## src/rtl/start_launcher.sv

```systemverilog
// Push-button launcher: synchronizes and debounces btn, issues one start pulse per press,
// then holds off until a fresh done rising edge or a timeout, tracking launches and timeout errors.
module start_launcher #(
   parameter int DEBOUNCE_CYCLES = 4,
   parameter int TIMEOUT_CYCLES  = 64,
   parameter int CNT_W           = 8
) (
   input  logic       clk,
   input  logic       rstAL,
   input  logic       btn,
   input  logic       done,
   input  logic       clr_err,
   output logic       start,
   output logic       busy,
   output logic       timeout_err,
   output logic [7:0] launch_count
);

   typedef enum logic [2:0] {
      S_IDLE      = 3'd0,
      S_DEBOUNCE  = 3'd1,
      S_FIRE      = 3'd2,
      S_WAIT_DONE = 3'd3,
      S_RELEASE   = 3'd4
   } state_t;

   localparam logic [CNT_W-1:0] DC_LAST = CNT_W'(DEBOUNCE_CYCLES - 1);
   localparam logic [CNT_W-1:0] TC_LAST = CNT_W'(TIMEOUT_CYCLES - 1);

   state_t           state_q, state_d;
   logic             sync1_q, sync1_d;
   logic             sync2_q, sync2_d;
   logic             done_prev_q, done_prev_d;
   logic [CNT_W-1:0] dcnt_q, dcnt_d;
   logic [CNT_W-1:0] tcnt_q, tcnt_d;
   logic             timeout_err_q, timeout_err_d;
   logic [7:0]       launch_count_q, launch_count_d;
   logic             btn_s, done_rise, timeout_set;

   assign btn_s     = sync2_q;
   // A done level left high from the previous launch never counts; only a fresh 0->1 does.
   assign done_rise = done & ~done_prev_q;

   always_comb begin
      sync1_d        = btn;
      sync2_d        = sync1_q;
      done_prev_d    = done;
      state_d        = state_q;
      dcnt_d         = dcnt_q;
      tcnt_d         = tcnt_q;
      launch_count_d = launch_count_q;
      timeout_set    = 1'b0;
      case (state_q)
         S_IDLE: begin
            if (btn_s) begin
               state_d = S_DEBOUNCE;
               dcnt_d  = '0;
            end
         end
         S_DEBOUNCE: begin
            if (!btn_s)                state_d = S_IDLE;
            else if (dcnt_q == DC_LAST) state_d = S_FIRE;
            else                       dcnt_d  = dcnt_q + CNT_W'(1);
         end
         S_FIRE: begin
            launch_count_d = launch_count_q + 8'd1;
            state_d        = S_WAIT_DONE;
            tcnt_d         = '0;
         end
         S_WAIT_DONE: begin
            // done_rise has priority over a coincident timeout expiry
            if (done_rise) begin
               state_d = S_RELEASE;
            end else if (tcnt_q == TC_LAST) begin
               timeout_set = 1'b1;
               state_d     = S_RELEASE;
            end else begin
               tcnt_d = tcnt_q + CNT_W'(1);
            end
         end
         S_RELEASE: begin
            if (!btn_s) state_d = S_IDLE;
         end
         default: state_d = S_IDLE;
      endcase
      if (timeout_set)  timeout_err_d = 1'b1;
      else if (clr_err) timeout_err_d = 1'b0;
      else              timeout_err_d = timeout_err_q;
   end

   always_ff @(posedge clk or negedge rstAL) begin
      if (!rstAL) begin
         state_q        <= S_IDLE;
         sync1_q        <= 1'b0;
         sync2_q        <= 1'b0;
         done_prev_q    <= 1'b0;
         dcnt_q         <= '0;
         tcnt_q         <= '0;
         timeout_err_q  <= 1'b0;
         launch_count_q <= 8'd0;
      end else begin
         state_q        <= state_d;
         sync1_q        <= sync1_d;
         sync2_q        <= sync2_d;
         done_prev_q    <= done_prev_d;
         dcnt_q         <= dcnt_d;
         tcnt_q         <= tcnt_d;
         timeout_err_q  <= timeout_err_d;
         launch_count_q <= launch_count_d;
      end
   end

   assign start        = (state_q == S_FIRE);
   assign busy         = (state_q == S_FIRE) || (state_q == S_WAIT_DONE);
   assign timeout_err  = timeout_err_q;
   assign launch_count = launch_count_q;

endmodule

```

## config.mk

```make
export PLATFORM = sky130hd
export DESIGN_NAME = start_launcher
export DESIGN_NICKNAME = d
export VERILOG_FILES = /design/src/rtl/start_launcher.sv
export SDC_FILE = /design/constraint.sdc
export NUM_CORES = 1
export LEC_CHECK = 0
export ABC_AREA = 1
export BUFFER_PORTS_ARGS = -buffer_cell sky130_fd_sc_hd__buf_2
export CAP_MARGIN = 5
export CORE_AREA = 2 2 58 60
export DETAILED_ROUTE_END_ITERATION = 16
export DIE_AREA = 0 0 60 62
export MAX_ROUTING_LAYER = met4
export PLACE_DENSITY = 0.75
export SETUP_SLACK_MARGIN = 0.4
export SYNTH_ARGS = -nofsm -noshare
export SYNTH_HDL_FRONTEND = slang
export SYNTH_SLANG_ARGS = --single-unit
export TNS_END_PERCENT = 30
```

## constraint.sdc

```tcl
create_clock -name clk -period 1.7 [get_ports clk]
set_input_delay 0.17 -clock clk [delete_from_list [all_inputs] [get_ports clk]]
set_output_delay 0.17 -clock clk [all_outputs]
set_load 0.01 [all_outputs]
```

==> impl_results.md, run 1 <==
* Status: finished clean
* Maxcap violations at 0
* FILL cells at 270
* Drt total wl at about 3400 µm
* Avg Vias per Cell at 4.87
* Gr ovfl total at 0
* Syn Inst Count at around 220
* Synth Area per Inst at roughly 8 µm²
* Post-synth cell types at 25
* CP startpoint: state_q[2]
* Worst hold slack at between 0.015 and 0.02 ns
* GRT Total Usage at 0.216
* Post-route clock period utilization at 0.784
* Reg2Reg Launch Point: state_q[2]
* Tot Pwr at about 0.0023 W
* Clock slew at reported path FFs at ~0.09 ns
* NetSw at 0.000874 W
* DR WL/cell at ~11 µm
* Num CTS Buffers at 5
* CTS max path bufs at 2
* Min-delay src: clr_err
* Worst path required time at 1.92 ns
* Combinational fraction of design power at 0.369
* H-tree Lvls at 2
* Clk_lat worst skew at 0.33 ns
* Via count at roughly 1400
* Die Span X at approximately 60 µm
* Area Growth Syn to Fin at 22.3%
* Critical path data arrival time at about 1.6 ns
* Nets@finish at approximately 260
* Fmax at approximately 750 MHz
* Worst IR Drop VDD at 0.696 mV
* Post-synth top flop: dfrtp_1
* Clock Skew at 0.00384 ns
* Die Height at 62 µm
* Number of synthesized flops with an enable pin at 0
* Power Dens Cells at 1110 nW/µm²
* Ys Warns at 0
* CTS Sinks at 31
* Inserted Diodes at 0
* DRC viols at 0
* Hold path depth at 2
* Setup crit end kind: flop
* Iteration-0 DRC Markers at 53
* CTS tree: yes
* Multi-input gate area at 898 µm²
* Share of power burned in registers at 0.420
* I/O Buffers at 15
* Routed Antenna Nets at 0
* 1st-pass router iterations at 4
* Storage cell area at 778 µm²
* Clock share of power at 0.212
* Sw frac at 0.379
* Measured slew at the worst slew-check pin at 0.684 ns
* Setup crit start kind: flop
* Max transition margin at 0.544
* Int Pwr at 0.00143 W
* Hold WC Path Type: input pin to flop
* Die area at 3720 µm²
* Pleak at 1.04 nW
* WS Path Type: flop to flop
* Seq cells post-synth at 31
* CTS root buf: clkbuf_4
* Initial Utilization at 0.535
* Final Wtd Congestion at 0.825
* First-pass GRT wire length at roughly 5700 µm
* Core Region at 3180 µm²
* Mapped Nets at between 200 and 250
* Min Tclk post-route at between 1 and 1.5 ns
* Initial antenna violation count at 0
* Pin count of the biggest net entering global routing at 32
* RSZ-0062 raised after global routing: true
* Row count at 21
* Ports at 16
* CP Max Fanout at 8
* Most frequent cells in the layout: 60 x nand2_1, 29 x dfrtp_1, 25 x nand3_1, 20 x inv_1, 19 x nor2_1
* Max-slew violations at 0
* Worst R2R Path Depth at 6
* Async S/R FF share, synth at 1.00
* Final hold vios at 0
* Mapped cell area at 1700 µm²
* Commonest non-fill, non-tap cell in the layout: nand2_1
* Setup TNS at 0 ns
* Vias in the first global route at 1338
* Setup violators final at 0
* Layout cells sized above 1 at 0.255
* Dpl hpwl at 2110 µm
* Sequential area share after synthesis at 0.456
[kinds of logic (layout without fill, tap and decap cells)]
| kind of cell | Yosys count | in the layout | share of synthesized area |
|---|---|---|---|
| DFF | 31 | 31 | 0.456 |
| xor gates and xnor gates | 9 | 9 | 0.0464 |
| AOI/OAI and AO/OA | 18 | 18 | 0.0559 |
| and+or+nand+nor | 127 | 129 | 0.351 |
| adders and majority gates | 3 | 3 | 0.0221 |
| buffers and inverters | 28 | 61 | 0.0684 |
[state kept, by name (all words and copies together), names as in the netlist]
name / count
btn_s: 1
dcnt_q: 8
done_prev_q: 1
launch_count: 8
state_q: 3
sync1_q: 1
tcnt_q: 8
timeout_err: 1
[critical path: stages, from the launching register on]
cell and delay [ns]:
dfrtp_2 0.45, inv_2 0.09, nand2_1 0.07, nor2_1 0.33
nand2_4 0.14, nand2_1 0.07, o21ai_0 0.07
[timing repair]
action | 4_1_cts | 5_1_grt
gates cloned | 2 | 0
hold buffers | 3 | 0
endpoints found under the hold margin | 33 | 0
gates resized for setup | 14 | 16
setup endpoints to repair | 23 | 26
setup buffers | 9 | 0
pin swaps | 7 | 4
[power by group through the flow]
stage | combinational, W | clock, W | sequential, W
finish | 0.000850 | 0.000487 | 0.000968
detailed placement | 0.000639 | 0 | 0.00100
global placement | 0.000637 | 0 | 0.000999
CTS | 0.000810 | 0.000505 | 0.000967
global route | 0.000952 | 0.000543 | 0.000984
floorplan | 0.000476 | 0 | 0.000998
[worst paths after layout]
path                               end  slack, ns
max reg2reg                  dcnt_q[0]       0.37
max in group asynchronous   state_q[0]       0.82
max                          dcnt_q[0]       0.37
min                        timeout_err       0.02
min in group asynchronous  done_prev_q       0.41
min reg2reg                      btn_s       0.37
[synth_stat cells, types with 2 or more instances]
cell | n | area [µm²]
nand2_1 | 64 | 240
dfrtp_1 | 31 | 776
nand3_1 | 27 | 135
inv_1 | 24 | 90.1
nor2_1 | 20 | 75.1
o21ai_0 | 13 | 65.1
xor2_1 | 5 | 43.8
xnor2_1 | 4 | 35.0
ha_1 | 3 | 37.5
nand2_4 | 3 | 33.8
inv_2 | 2 | 7.51
nand2_2 | 2 | 12.5
nand3_2 | 2 | 20.0
nor2_2 | 2 | 12.5
nor3_1 | 2 | 10.0
nor3_4 | 2 | 32.5
o21ai_1 | 2 | 10.0
[metal layers]
metal	vias up	GRT usage	routed length [µm]
met5	-	-	0
met4	0	0.114	49
met3	7	0.0414	118
met2	25	0.332	1590
met1	661	0.272	1600
li1	754	-	-
[area by class of cell]
class	count	share of cell area
multi-input combinational	159	0.432
sequential	31	0.374
timing repair buffer	27	0.0860
inverter	26	0.0469
clock buffer	8	0.0331
tap	46	0.0277
[through the flow]
step	cells	setup WS (ns)	util	area (µm²)
after floorplan	216	0.402	-	1700
after global placement	275	0.243	0.571	1810
after detailed placement	275	0.234	0.571	1810
after CTS	297	0.368	0.641	2040
after global routing	297	0.268	0.654	2080
final	297	0.368	0.654	2080
(Power assumes the default switching activity.)
==> run 2: changes to the inputs <==
CORE_AREA = 2 2 61 63   (was 2 2 58 60)
DIE_AREA = 0 0 63 65   (was 0 0 60 62)
PLACE_DENSITY = 0.71   (was 0.75)
clock period = 1.1 ns   (was 1.7 ns; I/O delays follow)
==> run 2 against run 1 <==
  * The run now ends with setup timing left
  * Maximum frequency shrank 0.90%
  * Cell count rose by 14%
  * Sequential share of layout area fell by 5.9 points
  * Worst hold slack gained 0.24 ns
  * Utilization increased by 5.3 points
  * Clock skew increased by 0.013 ns
  * Sequential cell count stayed put
  * Sequential power grew 52%
  * First-iteration DRC count rose by 66%
  * Count of clock-buffer cells in the layout shrank 1
  * Design area grew 19%
  * Non-clock buffer count grew 41
  * Largest power group is now combinational cells
==> impl_results.md, run 2 (synthesized netlist as in run 1, its figures left out) <==
* Area Growth Syn to Fin at 45.4% (was 22.3%)
* Worst IR Drop VDD at 1.30 mV (was 0.696 mV)
* Min Tclk post-route at 1.34 ns (was 1.33 ns)
* Post-place setup slack at -0.247 ns (was 0.234 ns)
* CTS max path bufs at 2 (unchanged)
* Vias in the first global route at 1601 (was 1338)
* Failing checks: setup timing
* Post-route setup slack at -0.244 ns (was 0.368 ns)
* I/O Buffers at 15 (unchanged)
* Max transition margin at 0.822 (was 0.544)
* Pin count of the biggest net entering global routing at 32 (unchanged)
* CP Cell Sequence: buf_4, buf_4, nor3_4, nand2_4, nand2_4, nand2_1, nand2_1 (was inv_2, nand2_1, nor2_1, nand2_4, nand2_1, o21ai_0)
* Final Wtd Congestion at 0.829 (was 0.825)
* Hold WC Path Type: input pin to async pin (was input pin to flop)
* Layout cells sized above 1 at 0.377 (was 0.255)
* H-tree Lvls at 2 (unchanged)
* First-pass GRT wire length at 7030 µm (was 5710 µm)
* RSZ-0062 raised after global routing: true (unchanged)
* Final hold vios at 0 (unchanged)
* CP delay by family, top: simple AND/OR/NAND/NOR gates (unchanged)
* Status: complete, but fails checks (was finished clean)
* Via count at 1656 (was 1447)
* Clock slew at reported path FFs at 0.11 ns (was 0.09 ns)
* Die Height at 65 µm (was 62 µm)
* Avg Vias per Cell at 4.87 (about the same)
* Initial Utilization at 0.486 (was 0.535)
* Initial antenna violation count at 0 (unchanged)
* WS Path Type: flop to flop (unchanged)
* Storage cell area at 778 µm² (unchanged)
* Drt total wl at 3970 µm (was 3360 µm)
* Clk_lat worst skew at 0.33 ns (about the same)
* Delay of the slowest critical-path stage at 0.44 ns (was 0.45 ns)
* CTS Sinks at 31 (unchanged)
* Dpl cells at 318 (was 275)
* Iteration-0 DRC Markers at 88 (was 53)
* FILL cells at 272 (was 270)
* Die area at 4100 µm² (was 3720 µm²)
* Maxcap violations at 0 (unchanged)
* Num CTS Buffers at 5 (unchanged)
* Post-route clock period utilization at 1.22 (was 0.784)
* DR WL/cell at 11.7 µm (was 11.3 µm)
* Most frequent cells in the layout: 60 x nand2_1, 43 x buf_4, 29 x dfrtp_1, 22 x nand3_1, 20 x inv_1 (was 60 x nand2_1, 29 x dfrtp_1, 25 x nand3_1, 20 x inv_1, 19 x nor2_1)
* CP max stage cell: dfrtp_2 (unchanged)
* CTS root buf: clkbuf_4 (unchanged)
* Ports at 16 (unchanged)
* Inserted Diodes at 0 (unchanged)
* CTS tree: yes (unchanged)
* Commonest non-fill, non-tap cell in the layout: nand2_1 (unchanged)
* 1st-pass router iterations at 4 (unchanged)
* Core Region at 3500 µm² (was 3180 µm²)
* Dpl hpwl at 2660 µm (was 2110 µm)
* Measured slew at the worst slew-check pin at 0.266 ns (was 0.684 ns)
* Worst path required time at 1.37 ns (was 1.92 ns)
* Setup crit end kind: flop (unchanged)
* Gr ovfl total at 0 (unchanged)
* CP Max Fanout at 6 (was 8)
* Worst path buffer plus inverter count at 2 (was 1)
* Setup crit start kind: flop (unchanged)
* Multi-input gate area at 918 µm² (was 898 µm²)
* Power Dens Cells at 1690 nW/µm² (was 1110 nW/µm²)
* GRT Total Usage at 0.226 (was 0.216)
* Fmax at 744 MHz (was 751 MHz)
* Max-slew violations at 0 (unchanged)
* Finished Layout Cells at 340 (was 297)
* Tot Pwr at 0.00418 W (was 0.00230 W)
* Pleak at 1.26 nW (was 1.04 nW)
* Clock Skew at 0.0168 ns (was 0.00384 ns)
* Row count at 22 (was 21)
* Setup violators final at 31 (was 0)
* Nets@finish at 299 (was 258)
* Routed Antenna Nets at 0 (unchanged)
* Critical path data arrival time at 1.62 ns (was 1.55 ns)
* DRC viols at 0 (unchanged)
* Die Span X at 63 µm (was 60 µm)
## run 2: cell types whose count changed in the layout (fill, tap and decap cells not counted), sizes merged
cell	delta
dlygate4sd3	+1
clkinvlp	+1
buf	+40
clkbuf	-1
## run 2: cell type report
type	instances	share of cell area
Clock buffer	7	0.0263
Timing Repair Buffer	68	0.220
Clock inverter	1	0.00304
Sequential cell	31	0.315
Multi-Input combinational cell	159	0.371
Inverter	26	0.0405
Tap cell	48	0.0243
## run 2: metrics by stage
stage	util	hold WS, ns	area [µm²]	TNS [ns]
2_1_floorplan	-	-0.186	1730	-2.16
3_3_place_gp	0.619	0.0762	2160	-2.94
3_5_place_dp	0.619	0.0796	2160	-3.81
4_1_cts	0.694	-0.00887	2430	-4.64
5_1_grt	0.707	0.251	2470	-6.85
6_report	0.707	0.258	2470	-4.75
## run 2: metal layers
layer  track usage  wire length [µm]  vias to the layer above
met4        0.0528                32                        0
met3        0.0573               128                        5
li1              -                 -                      842
met1         0.263              1750                      781
met2         0.395              2060                       28
met5             -                 0                        -
## run 2: worst paths after layout
check / startpoint / depth (start not counted) / slack [ns] / end
max in group asynchronous: rstAL / 3 / 0.65 / state_q[1]
worst max-delay path: state_q[2] / 7 / -0.24 / tcnt_q[7]
worst min register to register: sync1_q / 0 / 0.36 / btn_s
worst max register to register: state_q[2] / 7 / -0.24 / tcnt_q[7]
worst min-delay path: rstAL / 3 / 0.26 / dcnt_q[3]
min in group clk: done / 6 / 0.30 / state_q[2]
## run 2: report_power, final
part           leakage (nW)  total (W)  internal (W)  switching [W]
clock network        0.0375   0.000778      0.000373       0.000404
registers             0.412    0.00147       0.00131       0.000156
logic                 0.809    0.00193      0.000944       0.000989
total                  1.26    0.00418       0.00263        0.00155
## run 2: what timing repair did
item / CTS / global route
pin swaps: 9 / 3
buffers inserted: 7 / 1
setup endpoints to repair: 39 / 39
gates cloned: 2 / 0
gates resized for setup: 33 / 8
hold buffers: 3 / 1
hold endpoints to repair: 34 / 1
## run 2: tightest hold or removal path, delay by kind of cell
family                 cells  cell delay [ns]
buffers and inverters      3             0.85
==> run 3: changes to the inputs <==
BUFFER_PORTS_ARGS = default   (was -buffer_cell sky130_fd_sc_hd__buf_2)
CORE_AREA = 2 2 59 61   (was 2 2 61 63)
DIE_AREA = 0 0 61 63   (was 0 0 63 65)
DONT_BUFFER_PORTS = 1   (was default)
==> run 3 against run 2 <==
  * Design area shrank 2.7%
  * Maximum frequency grew 3.6%
  * The flow finishes with violations (hold timing, setup timing)
  * Combinational power shrank 3%
  * Count of clock-buffer cells in the layout is the same
  * Die area shrank 6.2%
  * Worst hold slack lost 0.81 ns
  * Clock power grew 2%
  * Clock skew shrank 0.0031 ns
  * Critical endpoint is now start
  * Sequential power is essentially flat
  * Utilization grew 3.7 points
  * Sequential share of layout area grew 0.82 points
==> impl_results.md, run 3 (synthesized netlist as in run 1, its figures left out) <==
* Status: complete, but fails checks (unchanged)
* Dpl hpwl at 2430 µm (was 2660 µm)
* Avg Vias per Cell at 4.88 (was 4.87)
* Post-route setup slack at -0.197 ns (was -0.244 ns)
* Post-route clock period utilization at 1.18 (was 1.22)
* Min Tclk post-route at 1.30 ns (was 1.34 ns)
* Setup TNS at -4.11 ns (was -4.75 ns)
* CP max stage cell: dfrtp_1 (was dfrtp_2)
* CTS root buf: clkbuf_4 (unchanged)
* Drt total wl at 3880 µm (was 3970 µm)
* Die Height at 63 µm (was 65 µm)
* Worst path buffer plus inverter count at 2 (unchanged)
* H-tree Lvls at 2 (unchanged)
* First-pass GRT wire length at 6450 µm (was 7030 µm)
* Multi-input gate area at 941 µm² (was 918 µm²)
* Row count at 21 (was 22)
* Fmax at 771 MHz (was 744 MHz)
* Setup crit end kind: output port (was flop)
* Pin count of the biggest net entering global routing at 32 (unchanged)
* Maxcap violations at 0 (unchanged)
* Power Dens Cells at 1710 nW/µm² (was 1690 nW/µm²)
* Reg2Reg Launch Point: state_q[2] (unchanged)
* DRC viols at 0 (unchanged)
* Iteration-0 DRC Markers at 60 (was 88)
* Num CTS Buffers at 5 (unchanged)
* GRT Total Usage at 0.234 (was 0.226)
* Critical path data arrival time at 1.19 ns (was 1.62 ns)
* R2R setup slack at -0.19 ns (was -0.24 ns)
* Clock Skew at 0.0138 ns (was 0.0168 ns)
* CP Cell Sequence: nor2_2, nand2_4, buf_8, inv_4 (was buf_4, buf_4, nor3_4, nand2_4, nand2_4, nand2_1, nand2_1)
* # hold bufs at CTS at 3 (unchanged)
* Worst path required time at 0.99 ns (was 1.37 ns)
* Worst R2R Path Depth at 6 (was 7)
* Hold WC Path Type: input pin to async pin (unchanged)
* Failing checks: hold timing, setup timing (was setup timing)
* Pleak at 1.20 nW (was 1.26 nW)
* Vias in the first global route at 1514 (was 1601)
* Setup crit start kind: flop (unchanged)
* CTS tree: yes (unchanged)
* Nets@finish at 284 (was 299)
* Measured slew at the worst slew-check pin at 0.249 ns (was 0.266 ns)
* FILL cells at 243 (was 272)
* Commonest non-fill, non-tap cell in the layout: nand2_1 (unchanged)
* CP delay by family, top: flip-flops (was simple AND/OR/NAND/NOR gates)
* Clock slew at reported path FFs at 0.11 ns (about the same)
* Clk_lat worst skew at 0.33 ns (about the same)
* Die Span X at 61 µm (was 63 µm)
* Setup violators final at 30 (was 31)
* WS Path Type: flop to output port (was flop to flop)
* Delay of the slowest critical-path stage at 0.41 ns (was 0.44 ns)
* Final hold vios at 31 (was 0)
* Die area at 3840 µm² (was 4100 µm²)
* Worst IR Drop VDD at 1.07 mV (was 1.30 mV)
* Initial antenna violation count at 0 (unchanged)
* CTS max path bufs at 2 (unchanged)
* Inserted Diodes at 0 (unchanged)
* Area Growth Syn to Fin at 41.5% (was 45.4%)
* I/O Buffers at 0 (was 15)
* Reg-to-reg endpoint: launch_count[6] (was tcnt_q[7])
* Gr ovfl total at 0 (unchanged)
* Via count at 1575 (was 1656)
* Tot Pwr at 0.00411 W (was 0.00418 W)
* Final Wtd Congestion at 0.822 (was 0.829)
* RSZ-0062 raised after global routing: true (unchanged)
* Most frequent cells in the layout: 57 x nand2_1, 40 x buf_4, 30 x dfrtp_1, 22 x nand3_1, 19 x inv_1 (was 60 x nand2_1, 43 x buf_4, 29 x dfrtp_1, 22 x nand3_1, 20 x inv_1)
* CP Max Fanout at 2 (was 6)
* Worst hold slack at -0.548 ns (was 0.258 ns)
* DR WL/cell at 12.0 µm (was 11.7 µm)
* Storage cell area at 777 µm² (was 778 µm²)
* Routed Antenna Nets at 0 (unchanged)
* Max-slew violations at 0 (unchanged)
* Max transition margin at 0.833 (was 0.822)
* 1st-pass router iterations at 4 (unchanged)
* Core Region at 3230 µm² (was 3500 µm²)
* Layout cells sized above 1 at 0.375 (was 0.377)
* CTS Sinks at 31 (unchanged)
* Initial Utilization at 0.526 (was 0.486)
* Ports at 16 (unchanged)
==> run 3: metal layers <==
layer / vias to the layer above / global-route usage / share of wire
met5: - / - / 0
met4: 0 / 0.0788 / 0.014
met3: 6 / 0.0559 / 0.035
met2: 28 / 0.347 / 0.49
met1: 729 / 0.314 / 0.46
li1: 812 / - / -
==> run 3: layout make-up <==
type | instances | share of cell area
Clock inverter | 1 | 0.00312
Timing Repair Buffer | 53 | 0.189
Inverter | 26 | 0.0426
Sequential cell | 31 | 0.323
Multi-Input combinational cell | 159 | 0.391
Clock buffer | 7 | 0.0270
Tap cell | 46 | 0.0239
==> run 3: how the worst max path moves through the flow <==
stage	cells past startpoint	end	slack, ns	from
after floorplan	7	dcnt_q[4]	-0.13	dcnt_q[0]
after global placement	6	dcnt_q[6]	-0.22	dcnt_q[1]
after detailed placement	6	dcnt_q[6]	-0.25	dcnt_q[1]
after CTS	4	start	-0.19	state_q[0]
after global routing	7	dcnt_q[7]	-0.27	dcnt_q[1]
final	4	start	-0.20	state_q[2]
==> run 3: what timing repair did <==
| action | CTS | global route |
|---|---|---|
| gates resized for setup | 29 | 24 |
| setup buffers | 8 | 1 |
| hold endpoints to repair | 34 | 31 |
| setup endpoints to repair | 39 | 39 |
| pin swaps | 8 | 7 |
| cloned | 2 | 0 |
==> run 3: power breakdown <==
| part | total (W) | switching, W | internal, W |
|---|---|---|---|
| sequential | 0.00145 | 0.000138 | 0.00131 |
| clock | 0.000790 | 0.000416 | 0.000373 |
| combinational | 0.00187 | 0.000982 | 0.000887 |
| total | 0.00411 | 0.00154 | 0.00257 |
==> run 3: metrics by stage <==
stage	cell area (µm²)	setup WS [ns]	cells	utilization
after floorplan	1730	-0.132	216	-
after global placement	2070	-0.223	301	0.642
after detailed placement	2070	-0.252	301	0.642
after CTS	2320	-0.194	322	0.718
after global routing	2410	-0.271	323	0.744
final	2410	-0.197	323	0.744
